===== src/rtl/multicycle_sequencer_pkg.sv =====
// Shared control constants for the multi-cycle MIPS sequencer:
// state codes, ALU op codes, opcode/funct values and the instruction classifier.
package multicycle_sequencer_pkg;

    typedef enum logic [2:0] {
        S_IDLE   = 3'd0,
        S_FETCH  = 3'd1,
        S_DECODE = 3'd2,
        S_EXEC   = 3'd3,
        S_MEM    = 3'd4,
        S_WB     = 3'd5,
        S_FAULT  = 3'd6
    } state_e;

    typedef enum logic [2:0] {
        ALU_ADD = 3'd0,
        ALU_SUB = 3'd1,
        ALU_AND = 3'd2,
        ALU_OR  = 3'd3,
        ALU_MUL = 3'd4
    } alu_e;

    typedef enum logic [2:0] {
        K_LW, K_SW, K_ADD, K_SUB, K_AND, K_OR, K_MUL, K_BAD
    } kind_e;

    localparam logic [5:0] OP_RTYPE = 6'b000001;
    localparam logic [5:0] OP_LW    = 6'b000010;
    localparam logic [5:0] OP_SW    = 6'b000011;

    localparam logic [5:0] FN_ADD = 6'b100000;
    localparam logic [5:0] FN_SUB = 6'b100010;
    localparam logic [5:0] FN_AND = 6'b100100;
    localparam logic [5:0] FN_OR  = 6'b100101;
    localparam logic [5:0] FN_MUL = 6'b110010;

    function automatic kind_e classify(input logic [5:0] op,
                                       input logic [5:0] fn);
        kind_e k;
        k = K_BAD;
        unique case (1'b1)
            (op == OP_LW): k = K_LW;
            (op == OP_SW): k = K_SW;
            (op == OP_RTYPE && fn == FN_ADD): k = K_ADD;
            (op == OP_RTYPE && fn == FN_SUB): k = K_SUB;
            (op == OP_RTYPE && fn == FN_AND): k = K_AND;
            (op == OP_RTYPE && fn == FN_OR):  k = K_OR;
            (op == OP_RTYPE && fn == FN_MUL): k = K_MUL;
            default: k = K_BAD;
        endcase
        return k;
    endfunction

    function automatic alu_e alu_code(input kind_e k);
        alu_e a;
        a = ALU_ADD;
        unique case (1'b1)
            (k == K_SUB): a = ALU_SUB;
            (k == K_AND): a = ALU_AND;
            (k == K_OR):  a = ALU_OR;
            (k == K_MUL): a = ALU_MUL;
            default:      a = ALU_ADD;
        endcase
        return a;
    endfunction

endpackage


===== src/rtl/multicycle_sequencer_cycle_counter.sv =====
// Up-counter with synchronous clear and a terminal-count compare,
// shared between the MUL hold and the memory-ack timeout.
module multicycle_sequencer_cycle_counter #(
    parameter int W = 4
) (
    input  logic         clk,
    input  logic         rst,
    input  logic         clr,
    input  logic         en,
    input  logic [W-1:0] last,
    output logic         tc
);

    logic [W-1:0] count;

    always_ff @(posedge clk) begin
        if (rst || clr) begin
            count <= '0;
        end else if (en) begin
            count <= count + 1'b1;
        end
    end

    assign tc = (count == last);

endmodule


===== src/rtl/multicycle_sequencer.sv =====
// Multi-cycle control FSM: fetch over imem handshake, decode LW/SW/R-type,
// then step the datapath through EXEC/MEM/WB with one enable set per state.
module multicycle_sequencer
    import multicycle_sequencer_pkg::*;
#(
    parameter int MUL_CYCLES = 4,
    parameter int WAIT_LIMIT = 8
) (
    input  logic        clk,
    input  logic        rst,
    input  logic        run,
    input  logic [31:0] instr,
    input  logic        imem_ack,
    input  logic        dmem_ack,
    output logic        imem_req,
    output logic        dmem_req,
    output logic        dmem_we,
    output logic        ir_en,
    output logic        pc_en,
    output logic [2:0]  alu_op,
    output logic        alu_src_imm,
    output logic        mul_start,
    output logic        rf_we,
    output logic        rf_wsel,
    output logic        mem_to_reg,
    output logic [2:0]  state,
    output logic        busy,
    output logic        fault
);

    localparam int CMAX = (MUL_CYCLES > WAIT_LIMIT) ? MUL_CYCLES : WAIT_LIMIT;
    localparam int CW   = $clog2(CMAX) + 1;

    state_e        st;
    state_e        nxt;
    kind_e         kind;
    alu_e          alu_q;
    logic          tc;
    logic          clr;
    logic          cnt_en;
    logic [CW-1:0] last;
    logic          fetch_ok;
    logic          unused_instr;

    assign unused_instr = ^instr[25:6];
    assign fetch_ok     = (st == S_FETCH) && imem_ack;
    assign ir_en        = fetch_ok;
    assign pc_en        = fetch_ok;
    assign state        = st;
    assign alu_op       = alu_q;

    // EXEC only ever times the multiplier; FETCH/MEM time the ack wait
    assign last   = (st == S_EXEC) ? CW'(MUL_CYCLES - 1) : CW'(WAIT_LIMIT - 1);
    assign clr    = (nxt != st);
    assign cnt_en = (st == S_FETCH) || (st == S_MEM) || (st == S_EXEC);

    multicycle_sequencer_cycle_counter #(.W(CW)) u_cnt (
        .clk  (clk),
        .rst  (rst),
        .clr  (clr),
        .en   (cnt_en),
        .last (last),
        .tc   (tc)
    );

    always_comb begin
        nxt = st;
        unique case (st)
            S_IDLE:   nxt = run ? S_FETCH : S_IDLE;
            S_FETCH: begin
                if (imem_ack)  nxt = S_DECODE;
                else if (tc)   nxt = S_FAULT;
            end
            S_DECODE: nxt = (kind == K_BAD) ? S_FAULT : S_EXEC;
            S_EXEC: begin
                if (kind == K_LW || kind == K_SW) nxt = S_MEM;
                else if (kind != K_MUL || tc)     nxt = S_WB;
            end
            S_MEM: begin
                if (dmem_ack)  nxt = (kind == K_LW) ? S_WB
                                   : (run ? S_FETCH : S_IDLE);
                else if (tc)   nxt = S_FAULT;
            end
            S_WB:     nxt = run ? S_FETCH : S_IDLE;
            S_FAULT:  nxt = S_FAULT;
            default:  nxt = S_FAULT;
        endcase
    end

    // outputs are registered from the state being entered
    always_ff @(posedge clk) begin
        if (rst) begin
            st          <= S_IDLE;
            kind        <= K_BAD;
            alu_q       <= ALU_ADD;
            imem_req    <= 1'b0;
            dmem_req    <= 1'b0;
            dmem_we     <= 1'b0;
            alu_src_imm <= 1'b0;
            mul_start   <= 1'b0;
            rf_we       <= 1'b0;
            rf_wsel     <= 1'b0;
            mem_to_reg  <= 1'b0;
            busy        <= 1'b0;
            fault       <= 1'b0;
        end else begin
            st <= nxt;
            if (fetch_ok) begin
                kind <= classify(instr[31:26], instr[5:0]);
            end
            alu_q       <= (nxt == S_EXEC) ? alu_code(kind) : ALU_ADD;
            alu_src_imm <= (nxt == S_EXEC) && (kind == K_LW || kind == K_SW);
            mul_start   <= (nxt == S_EXEC) && (st == S_DECODE) && (kind == K_MUL);
            imem_req    <= (nxt == S_FETCH);
            dmem_req    <= (nxt == S_MEM);
            dmem_we     <= (nxt == S_MEM) && (kind == K_SW);
            rf_we       <= (nxt == S_WB);
            rf_wsel     <= (nxt == S_WB) && (kind != K_LW);
            mem_to_reg  <= (nxt == S_WB) && (kind == K_LW);
            busy        <= (nxt != S_IDLE) && (nxt != S_FAULT);
            fault       <= (nxt == S_FAULT);
        end
    end

endmodule


===== config.mk =====
export PLATFORM = sky130hd
export DESIGN_NAME = multicycle_sequencer
export DESIGN_NICKNAME = d
export VERILOG_FILES = /design/src/rtl/multicycle_sequencer_pkg.sv /design/src/rtl/multicycle_sequencer_cycle_counter.sv /design/src/rtl/multicycle_sequencer.sv
export SDC_FILE = /design/constraint.sdc
export NUM_CORES = 1
export LEC_CHECK = 0
export BUFFER_PORTS_ARGS = -buffer_cell sky130_fd_sc_hd__buf_4
export CELL_PAD_IN_SITES_DETAIL_PLACEMENT = 1
export CELL_PAD_IN_SITES_GLOBAL_PLACEMENT = 2
export CORE_AREA = 5 5 71 73
export CTS_BUF_LIST = sky130_fd_sc_hd__clkbuf_8
export DETAILED_ROUTE_END_ITERATION = 6
export DIE_AREA = 0 0 76 78
export PLACE_DENSITY = 0.91
export REMOVE_ABC_BUFFERS = 1
export SLEW_MARGIN = 20
export SYNTH_ARGS = -nofsm -noshare
export SYNTH_HDL_FRONTEND = slang
export SYNTH_SLANG_ARGS = --single-unit

===== constraint.sdc =====
create_clock -name clk -period 3.2 [get_ports clk]
set_clock_uncertainty 0.2 [all_clocks]
set_input_delay 0.32 -clock clk [delete_from_list [all_inputs] [get_ports clk]]
set_output_delay 0.32 -clock clk [all_outputs]
set_load 0.02 [all_outputs]

==> results of run 1 <==
-- metal layers --
metal / track usage [%] / vias to the layer above
met1: 12.0 / 490
met2: 19.8 / 31
met5: 0 / -
met4: 6.58 / 0
li1: - / 511
met3: 2.66 / 7
-- cells by family after synthesis --
kind of cell / synth area share, %
multiplexers: 3.01
AO/OA/AOI/OAI: 12.4
AND/OR/NAND/NOR: 33.5
buffers and inverters: 6.77
adder cells (fa/ha/maj): 1.07
XOR/XNOR: 3.76
flip-flops: 39.5
-- final cells by class --
cell class	instances	area, um2	share of cell area [%]
Multi-Input combinational cell	91	626	42.4
Timing Repair Buffer	35	263	17.8
Inverter	4	15.0	1.02
Sequential cell	23	460	31.2
Clock buffer	3	41.3	2.80
Tap cell	52	65.1	4.41
Clock inverter	1	5.00	0.339
-- layout by cell type (no fill, tap or decap), types with 2 or more instances in the layout --
cell / synthesis / routed
and3_1: 2 / 2
nand3b_1: 3 / 3
nor3_2: 3 / 3
a31oi_1: 2 / 2
clkbuf_8: 0 / 3
or2_2: 2 / 2
a21oi_1: 6 / 6
nor2_1: 14 / 14
inv_1: 4 / 4
xnor2_1: 3 / 3
nor4_1: 6 / 6
dfxtp_1: 23 / 23
nand2_1: 4 / 4
nor4bb_1: 2 / 2
nor3_1: 3 / 3
xor2_1: 2 / 2
buf_4: 2 / 35
mux2i_1: 2 / 2
nand2b_1: 7 / 7
o21ai_0: 6 / 6
or3_4: 2 / 2
nor3b_1: 2 / 2
-- through the flow --
stage	cells	setup slack, ns
floorplan	118	0.0801
global placement	205	0.844
detailed placement	205	0.774
CTS	209	0.737
global route	209	0.563
finish	209	0.735
-- cell usage after synthesis (3+ instances only) --
cell,number
a21oi_1,6
buf_2,3
buf_6,3
dfxtp_1,23
inv_1,4
nand2_1,4
nand2b_1,7
nand3b_1,3
nor2_1,14
nor3_1,3
nor3_2,3
nor4_1,6
o21ai_0,6
xnor2_1,3
-- where the power goes --
group,switching (W),internal (W),total (W)
Sequential,0.0000137,0.000297,0.000310
Combinational,0.0000735,0.0000625,0.000136
Clock,0.0000971,0.0000872,0.000184
Total,0.000184,0.000446,0.000631
-- worst paths after layout --
path / from / end / slack, ns / cells past startpoint
max reg2reg: u_cnt.count[0]$_SDFFE_PP0P_ / dmem_we$_SDFF_PP0_ / 0.73 / 6
min reg2reg: kind[0]$_SDFFE_PP1P_ / alu_op[0]$_SDFF_PP0_ / 0.32 / 2
min: rst / busy$_SDFF_PP0_ / 0.1 / 2
max: u_cnt.count[0]$_SDFFE_PP0P_ / dmem_we$_SDFF_PP0_ / 0.73 / 6
==> key figures, run 1 <==
STA
  • Max transition margin: 57.9%
  • RSZ-0062 raised after global routing: no
  • Hold Violations, Final: 0
  • Fin. max-slew vios: 0
  • Peak Freq: between 400 and 500 MHz
  • Minimum clock period: 2.47 ns
  • Setup TNS: 0 ns
  • Final setup violation count: 0
  • WHS: about 0.096 ns
  • Final Cycle Share: 77.0%
  • Worst Tran Pin Value: 0.626 ns

Synthesis
  • Sequential area share after synthesis: between 30% and 40%
  • Synthesis-stage register bit count: 23
  • Post-synth EDFFs: 0
  • Yosys warning count: 0
  • Asr flop ratio synth: 0%
  • Syn Inst Count: 126
  • Unique masters post-synth: 43
  • Post-Syn Area per Cell: approximately 9 um2
  • Post-synth top area cell: dfxtp_1
  • Top-area cell type share of the netlist area: roughly two fifths
  • Post-synthesis instance area: around 0.0012 mm2
  • Synth area leaders: dfxtp_1, nor2_1, nand2b_1
  • Main synth FF type: dfxtp_1

Floorplan
  • Boundary Pins: 55
  • Die Width: about 76 um
  • DIE AREA: 0.00593 mm2
  • Initial Util: 27.1%
  • Core area: 0.00429 mm2
  • Row count: 24
  • Die height: 78 um

Routing
  • Vias per std cell: just under 5
  • DRC Markers: 0
  • Post-route ant nets: 0
  • Violation count after the first detailed-route iteration: 58
  • Wire length on met3: 169 um
  • DRT Pass-1 Iters: 4
  • Top Layer Used: met4
  • Vias: 1,039
  • Wl on met1: 1300 um
  • Post-Route WL: 3220 um
  • Met2 wire len: about 1700 um
  • Average routed wire per standard cell: 15.4 um

Placement
  • DP HPWL: 2550 um
  • GP Congestion: approximately 0.90
  • Port bufs: 34
  • Dpl cell area: 0.00143 mm2

Worst setup path
  • CP peak stage delay: 0.49 ns
  • Max FO, Critical Path: 6
  • WS Path Type: flop to flop
  • Worst Path Buf+Inv: 0
  • CP endpoint kind: flop
  • Largest delay share family, worst path: simple AND/OR/NAND/NOR gates
  • Worst EP required: 3.20 ns
  • Critical path's slowest cell: or3b_4
  • Crit start category: flop
  • Crit-path cells: ha_1 > nor3b_1 > o21bai_1 > a22oi_1 > or3b_4 > nor3_2
  • Worst endpoint data arrival time: 2.47 ns

Clocking
  • Number of setup buffers added after CTS: 0
  • Longest Clk Path Bufs: 2
  • Resized Gates After CTS: 0
  • Root buf cell: clkbuf_8
  • CTS Sinks: 23
  • Hold_buf cts: 0
  • Worst-Skew Late Latency: 0.27 ns
  • H-tree Lvls: 1
  • Clock transition at path regs: 0.08 ns
  • CTS Buf Count: 3
  • CTS tree: done

Worst hold path
  • Min-Delay Path Class: input pin to flop

Cells and area
  • Share of layout cells above drive strength 1: 33.1%
  • Antenna diode count: 0
  • Largest Register: u_cnt.count
  • Final #Nets: 196
  • Design area: 0.00148 mm2
  • Finished Core Util: 34.4%
  • Area grow syn2layout: 26.6%
  • Final-layout fill cell count: 511
  • Max reg flops: 4

Global route
  • Gr usage total: 11.2%
  • Initial antenna violation count: 0
  • Global-route wire length before repair: around 5300 um
  • Largest net degree at the start of global routing: 14
  • GR Overflow Total: 0
  • Vias in the first global route: 1,125

Power
  • Design Power: about 0.00063 W
  • Worst VDD drop: 0.137 mV
  • Pleak: slightly below 0.6 nW
  • Pwr Density: 427 mW/mm2

Status
  • Outcome: complete, no violations

Flow run
  • Max-cap viol count: 0
(Power assumes the default switching activity.)
==> inputs of run 2 (changes only) <==
--- a/config.mk
+++ b/config.mk
@@ -5,14 +5,15 @@
 export SDC_FILE = /design/constraint.sdc
 export NUM_CORES = 1
 export LEC_CHECK = 0
+export ABC_AREA = 1
 export BUFFER_PORTS_ARGS = -buffer_cell sky130_fd_sc_hd__buf_4
 export CELL_PAD_IN_SITES_DETAIL_PLACEMENT = 1
 export CELL_PAD_IN_SITES_GLOBAL_PLACEMENT = 2
-export CORE_AREA = 5 5 71 73
+export CORE_AREA = 5 5 78 80
 export CTS_BUF_LIST = sky130_fd_sc_hd__clkbuf_8
 export DETAILED_ROUTE_END_ITERATION = 6
-export DIE_AREA = 0 0 76 78
-export PLACE_DENSITY = 0.91
+export DIE_AREA = 0 0 83 85
+export PLACE_DENSITY = 0.87
 export REMOVE_ABC_BUFFERS = 1
 export SLEW_MARGIN = 20
 export SYNTH_ARGS = -nofsm -noshare
==> constraint.sdc (replaced) <==
create_clock -name clk -period 2.57 [get_ports clk]
set_clock_uncertainty 0.2 [all_clocks]
set_input_delay 0.257 -clock clk [delete_from_list [all_inputs] [get_ports clk]]
set_output_delay 0.257 -clock clk [all_outputs]
set_load 0.02 [all_outputs]
==> key figures, run 2 <==
Cells and area
  • Final #Nets: 260 (+33%)
  • Area grow syn2layout: 29.8%
  • Antenna diode count: 0 (unchanged)
  • Share of layout cells above drive strength 1: 24.0% (-9.1 points)
  • Final-layout fill cell count: 715 (+40%)
  • Max reg flops: 4 (unchanged)
  • Commonest non-fill, non-tap cells in the layout: nand2_1, buf_4, inv_1
  • Commonest non-fill, non-tap cell in the layout: nand2_1
  • Largest Register: u_cnt.count

Synthesis
  • Largest family of logic cells by synthesized area: simple AND/OR/NAND/NOR gates
  • Synthesis-stage register bit count: 23 (unchanged)
  • Asr flop ratio synth: 0% (unchanged)
  • Simple-Gate Fraction of Synth Area: 41.6% (+8.0 points)
  • Count leader, synth: nand2_1
  • Post-synthesis instance area: 0.00124 mm2 (+6.2%)
  • Synth area leaders: dfxtp_1, nand2_1, inv_1
  • Synth Area in Compound Gates: 5.46% (-6.9 points)
  • Unique masters post-synth: 28 (-35%)
  • Commonest cells post-synth: nand2_1, inv_1, dfxtp_1
  • Multiplexer share of the synthesized area: 0.809% (-2.2 points)
  • Post-synthesis adder-cell area fraction: 1.01% (-0.063 points)
  • XOR/XNOR Fraction of Synth Area: 2.12% (-1.6 points)
  • Sequential area share after synthesis: 37.2% (-2.3 points)
  • Main synth FF type: dfxtp_1
  • Post-Syn Area per Cell: 6.65 um2 (-28%)
  • Post-synth EDFFs: 0 (unchanged)
  • Yosys warning count: 0 (unchanged)
  • Top-area cell type share of the netlist area: 37.2% (-2.3 points)
  • Syn Inst Count: 186 (+48%)
  • Post-synth top area cell: dfxtp_1

Status
  • Outcome: complete, no violations

Worst setup path
  • Worst endpoint data arrival time: 1.99 ns (-0.48 ns)
  • Worst EP required: 2.57 ns (-0.63 ns)
  • CP endpoint kind: flop
  • Crit start category: flop
  • Max FO, Critical Path: 9 (+3)
  • WS Path Type: flop to flop

Power
  • Pwr Density: 560 mW/mm2 (+31%)
  • Clock power frac: 25.1% (-4.1 points)
  • Power Internal: 0.000592 W (+33%)
  • Sw Pwr: 0.000307 W (+67%)
  • Sw Ratio: 34.2% (+4.9 points)
  • Seq pwr share: 45.5% (-3.7 points)
  • Design Power: 0.000899 W (+43%)
  • Combinational share of power: 29.4% (+7.8 points)
  • Worst VDD drop: 0.230 mV (+68%)
  • Pleak: 0.813 nW (+40%)

Routing
  • Post-route ant nets: 0 (unchanged)
  • DRT Pass-1 Iters: 4 (unchanged)
  • Post-Route WL: 3070 um (-4.4%)
  • Violation count after the first detailed-route iteration: 15 (-74%)
  • DRC Markers: 0 (unchanged)
  • Vias: 1,246 (+20%)
  • Vias per std cell: 4.25 (-14%)
  • Average routed wire per standard cell: 10.5 um (-32%)

Floorplan
  • Initial Util: 23.2% (-3.9 points)
  • Row count: 27 (+13%)
  • Core area: 0.00534 mm2 (+24%)
  • Die height: 85 um (+9.0%)
  • Boundary Pins: 55 (unchanged)
  • Die Width: 83 um (+9.2%)
  • DIE AREA: 0.00706 mm2 (+19%)

STA
  • Final Cycle Share: 77.5% (+0.48 points)
  • Setup TNS: 0 ns (unchanged)
  • Final setup violation count: 0 (unchanged)
  • Max transition margin: 61.1% (+3.3 points)
  • WHS: 0.0313 ns (-0.0642 ns)
  • Hold Violations, Final: 0 (unchanged)
  • RSZ-0062 raised after global routing: no
  • Worst Tran Pin Value: 0.578 ns (-0.0473 ns)
  • Peak Freq: 502 MHz (+24%)
  • Fin. max-slew vios: 0 (unchanged)
  • Minimum clock period: 1.99 ns (-0.473 ns)

Clocking
  • Longest Clk Path Bufs: 2 (unchanged)
  • Hold_buf cts: 0 (unchanged)
  • H-tree Lvls: 1 (unchanged)
  • Worst-Skew Late Latency: 0.27 ns (about the same)
  • Clock transition at path regs: 0.08 ns (about the same)
  • CTS tree: done
  • CTS Sinks: 23 (unchanged)
  • CTS Buf Count: 3 (unchanged)
  • Root buf cell: clkbuf_8
  • Resized Gates After CTS: 0 (unchanged)
  • Number of setup buffers added after CTS: 0 (unchanged)

Placement
  • Port bufs: 34 (unchanged)
  • DP HPWL: 2660 um (+4.4%)
  • GP Congestion: 0.749 (-16%)

Global route
  • Gr usage total: 9.16% (-2.0 points)
  • Initial antenna violation count: 0 (unchanged)
  • Largest net degree at the start of global routing: 14 (unchanged)
  • Vias in the first global route: 1,278 (+14%)
  • GR Overflow Total: 0 (unchanged)
  • Global-route wire length before repair: 5410 um (+1.4%)

Flow run
  • Max-cap viol count: 0 (unchanged)

Worst hold path
  • Min-Delay Path Class: input pin to flop
[run 2: cell types whose count changed after synthesis, sizes merged, moves of 4 or more]
cell / change
nor4: -4
nand2: +49
nand4: +4
nor2: +11
buf: -5
nand2b: -7
inv: +29
nand3: +15
[run 2: critical path: stages, from the launching register on]
cell and delay (ns):
dfxtp_1 0.59, nand3_1 0.16, nand2_1 0.10, nand3_2 0.14, nand2_1 0.12, nand2_1 0.08, nand2_2 0.12, nand2_1 0.10
inv_1 0.10, nand2_1 0.09, a21oi_1 0.13
[run 2: power groups by stage]
stage               clock network, W  registers (W)  logic, W
detailed placement                 0       0.000419  0.000270
global placement                   0       0.000418  0.000266
finish                      0.000226       0.000409  0.000265
global route                0.000246       0.000414  0.000303
CTS                         0.000235       0.000411  0.000270
floorplan                          0       0.000432  0.000159
[run 2: path summary, 6_finish.rpt]
check                                     startpoint              endpoint  slack, ns  depth (start not counted)
worst min-delay path                             rst      fault$_SDFF_PP0_       0.03                          2
worst max-delay path             state[0]$_SDFF_PP0_    rf_wsel$_SDFF_PP0_       0.58                         10
worst min register to register  kind[1]$_SDFFE_PP1P_  alu_op[1]$_SDFF_PP0_       0.29                          1
worst max register to register   state[0]$_SDFF_PP0_    rf_wsel$_SDFF_PP0_       0.58                         10
[run 2: kinds of logic after synthesis]
logic type	count (synthesis)
flops	23
simple gates	110
fa+ha+maj	1
mux	1
xor+xnor	3
buf+inv	36
compound gates	12
[run 2: stage by stage]
step / setup slack [ns] / instances / cell area, um2 / util, %
detailed placement: 0.555 / 289 / 1560 / 29.2
global placement: 0.578 / 289 / 1560 / 29.2
CTS: 0.540 / 293 / 1610 / 30.1
finish: 0.578 / 293 / 1610 / 30.1
global route: 0.315 / 293 / 1610 / 30.1
floorplan: 0.527 / 183 / 1210 / -
[run 2: final cells by class]
type                       count  area, um2  area share (%)
multi-input combinational    127        631            39.3
sequential                    23        460            28.7
timing repair buffer          34        255            15.9
inverter                      33        124            7.71
tap                           72       90.1            5.61
clock buffer                   3       41.3            2.57
clock inverter                 1       5.00           0.312
[run 2: layer usage]
layer,vias to the layer above,global-route usage [%],share of wire [%]
met4,0,2.23,0.78
met2,26,17.5,50
met1,562,10.0,44
met3,4,2.43,5.1
met5,-,0,0
li1,654,-,-
==> inputs of run 3 (changes only) <==
--- a/config.mk
+++ b/config.mk
@@ -9,11 +9,11 @@
 export BUFFER_PORTS_ARGS = -buffer_cell sky130_fd_sc_hd__buf_4
 export CELL_PAD_IN_SITES_DETAIL_PLACEMENT = 1
 export CELL_PAD_IN_SITES_GLOBAL_PLACEMENT = 2
-export CORE_AREA = 5 5 78 80
+export CORE_AREA = 5 5 81 83
 export CTS_BUF_LIST = sky130_fd_sc_hd__clkbuf_8
 export DETAILED_ROUTE_END_ITERATION = 6
-export DIE_AREA = 0 0 83 85
-export PLACE_DENSITY = 0.87
+export DIE_AREA = 0 0 86 88
+export PLACE_DENSITY = 0.85
 export REMOVE_ABC_BUFFERS = 1
 export SLEW_MARGIN = 20
 export SYNTH_ARGS = -nofsm -noshare
==> constraint.sdc (replaced) <==
create_clock -name clk -period 1.7 [get_ports clk]
set_clock_uncertainty 0.2 [all_clocks]
set_input_delay 0.17 -clock clk [delete_from_list [all_inputs] [get_ports clk]]
set_output_delay 0.17 -clock clk [all_outputs]
set_load 0.02 [all_outputs]
==> key figures, run 3 (same netlist as run 2, synthesis figures left out) <==
Global route
  • Global-route wire length before repair: 6460 um (+19%)
  • Met3 GRT Util: 2.63% (+0.21 points)
  • Vias in the first global route: 1,484 (+16%)
  • Initial antenna violation count: 0 (unchanged)
  • GR Overflow Total: 0 (unchanged)
  • Largest net degree at the start of global routing: 14 (unchanged)
  • Grt peak-use layer: met2
  • Met1 GRT Util: 11.1% (+1.1 points)
  • Met2 GRT Util: 21.2% (+3.7 points)
  • Gr usage total: 10.5% (+1.4 points)

Worst setup path
  • WS Path Type: flop to flop
  • Crit start category: flop
  • Crit-path cells: buf_12 > nand4_1 > nand3_4 > nor2_2 > nor2_2 > nand2_2 > nand2_1 > nand2_1 > nor2_2 > nand2_2 > nor2_1
  • CP endpoint kind: flop
  • Critical path's slowest cell: dfxtp_2
  • Worst EP required: 1.70 ns (-0.87 ns)
  • CP peak stage delay: 0.34 ns (-0.25 ns)
  • Max FO, Critical Path: 7 (-2)
  • Most frequent CP cell: nor2_2
  • Worst endpoint data arrival time: 1.80 ns (-0.19 ns)

Placement
  • DP HPWL: 2910 um (+9.3%)
  • Dpl cell area: 0.00180 mm2 (+15%)
  • GP Congestion: 0.740 (-1.2%)
  • Port bufs: 34 (unchanged)

Floorplan
  • Core area: 0.00578 mm2 (+8.3%)
  • DIE AREA: 0.00757 mm2 (+7.3%)
  • Die height: 88 um (+3.5%)
  • Boundary Pins: 55 (unchanged)
  • Die Width: 86 um (+3.6%)
  • Row count: 28 (+3.7%)
  • Initial Util: 21.4% (-1.8 points)

STA
  • Hold Violations, Final: 0 (unchanged)
  • RSZ-0062 raised after global routing: yes
  • Final WS setup: -0.103 ns (-0.681 ns)
  • Final Cycle Share: 106% (+29 points)
  • Final setup violation count: 14 (+14)
  • Max transition margin: 81.0% (+20 points)
  • Peak Freq: 554 MHz (+10%)
  • Fin. max-slew vios: 0 (unchanged)
  • Worst Tran Pin Value: 0.282 ns (-0.297 ns)
  • WHS: 0.0562 ns (+0.0249 ns)
  • Minimum clock period: 1.80 ns (-0.189 ns)

Clocking
  • Root buf cell: clkbuf_8
  • CTS Sinks: 23 (unchanged)
  • Clock transition at path regs: 0.08 ns (about the same)
  • Longest Clk Path Bufs: 2 (unchanged)
  • H-tree Lvls: 1 (unchanged)
  • CTS Buf Count: 3 (unchanged)
  • CTS tree: done
  • Worst-Skew Late Latency: 0.26 ns (about the same)

Routing
  • Post-route ant nets: 0 (unchanged)
  • Vias per std cell: 4.21 (-0.91%)
  • Vias: 1,399 (+12%)
  • DRC Markers: 0 (unchanged)
  • DRT Pass-1 Iters: 4 (unchanged)
  • Average routed wire per standard cell: 11.3 um (+7.4%)
  • Post-Route WL: 3740 um (+22%)
  • Violation count after the first detailed-route iteration: 21 (+6)

Cells and area
  • Largest Register: u_cnt.count
  • Commonest non-fill, non-tap cell in the layout: buf_4
  • Final #Nets: 296 (+14%)
  • Commonest non-fill, non-tap cells in the layout: buf_4, nand2_1, inv_1
  • Share of layout cells above drive strength 1: 49.0% (+25 points)
  • Antenna diode count: 0 (unchanged)
  • Area grow syn2layout: 68.1%
  • Design area: 0.00208 mm2 (+30%)
  • Max reg flops: 4 (unchanged)
  • Finished Core Util: 36.0% (+5.9 points)

Flow run
  • Max-cap viol count: 0 (unchanged)

Power
  • Pleak: 1.01 nW (+24%)
  • Worst VDD drop: 0.405 mV (+76%)
  • Pwr Density: 770 mW/mm2 (+38%)

Status
  • Failing checks: setup timing
  • Outcome: finished with violations

Worst hold path
  • Min-Delay Path Class: input pin to flop
==> run 3: stage by stage <==
step | worst slack [ns] | total power [W] | std cells | setup TNS [ns]
after global placement | -0.148 | 0.00115 | 322 | -1.23
after detailed placement | -0.191 | 0.00116 | 322 | -1.75
after floorplan | -0.343 | 0.000893 | 183 | -4.50
final | -0.103 | 0.00160 | 332 | -0.825
after global routing | -0.201 | 0.00171 | 332 | -2.86
after CTS | -0.0838 | 0.00158 | 330 | -0.560
==> run 3: layer usage <==
metal  vias up  share of wire [%]  routed length, um
met4         0               0.45                 17
met5         -                  0                  0
met2        29                 54               2020
met1       645                 41               1520
met3         2                5.0                186
li1        723                  -                  -
==> run 3: path summary, 6_finish.rpt <==
path                                  to  slack (ns)  depth (start not counted)                  from
max          u_cnt.count[0]$_SDFFE_PP0P_       -0.10                         11   state[0]$_SDFF_PP0_
min                 kind[2]$_SDFFE_PP1P_        0.06                          3              instr[4]
max reg2reg  u_cnt.count[0]$_SDFFE_PP0P_       -0.10                         11   state[0]$_SDFF_PP0_
min reg2reg         kind[2]$_SDFFE_PP1P_        0.31                          2  kind[2]$_SDFFE_PP1P_
==> run 3: worst max-delay path, delay by kind of cell (launching register included) <==
family                 cells  cell delay (ns)
flip-flops                 1             0.34
AND/OR/NAND/NOR           10             1.06
buffers and inverters      1             0.13
==> run 3: cell type report <==
class                      instances  area, um2
tap                               75       93.8
inverter                          33        126
sequential                        23        474
fill                             746       3700
clock inverter                     1       5.00
multi-input combinational        127        781
clock buffer                       3       41.3
timing repair buffer              70        559
==> run 3: where the power goes <==
| part | total [W] | leakage (nW) | internal, W | switching (W) |
|---|---|---|---|---|
| Sequential | 0.000609 | 0.189 | 0.000580 | 0.0000290 |
| Clock | 0.000328 | 0.0255 | 0.000163 | 0.000165 |
| Combinational | 0.000665 | 0.793 | 0.000311 | 0.000354 |
==> run 3: timing repair <==
item,in CTS,in global routing
pin swaps,20,9
endpoints found under the setup margin,18,20
setup buffers,3,2
hold buffers,1,0
endpoints found under the hold margin,6,0
gates resized for setup,46,10
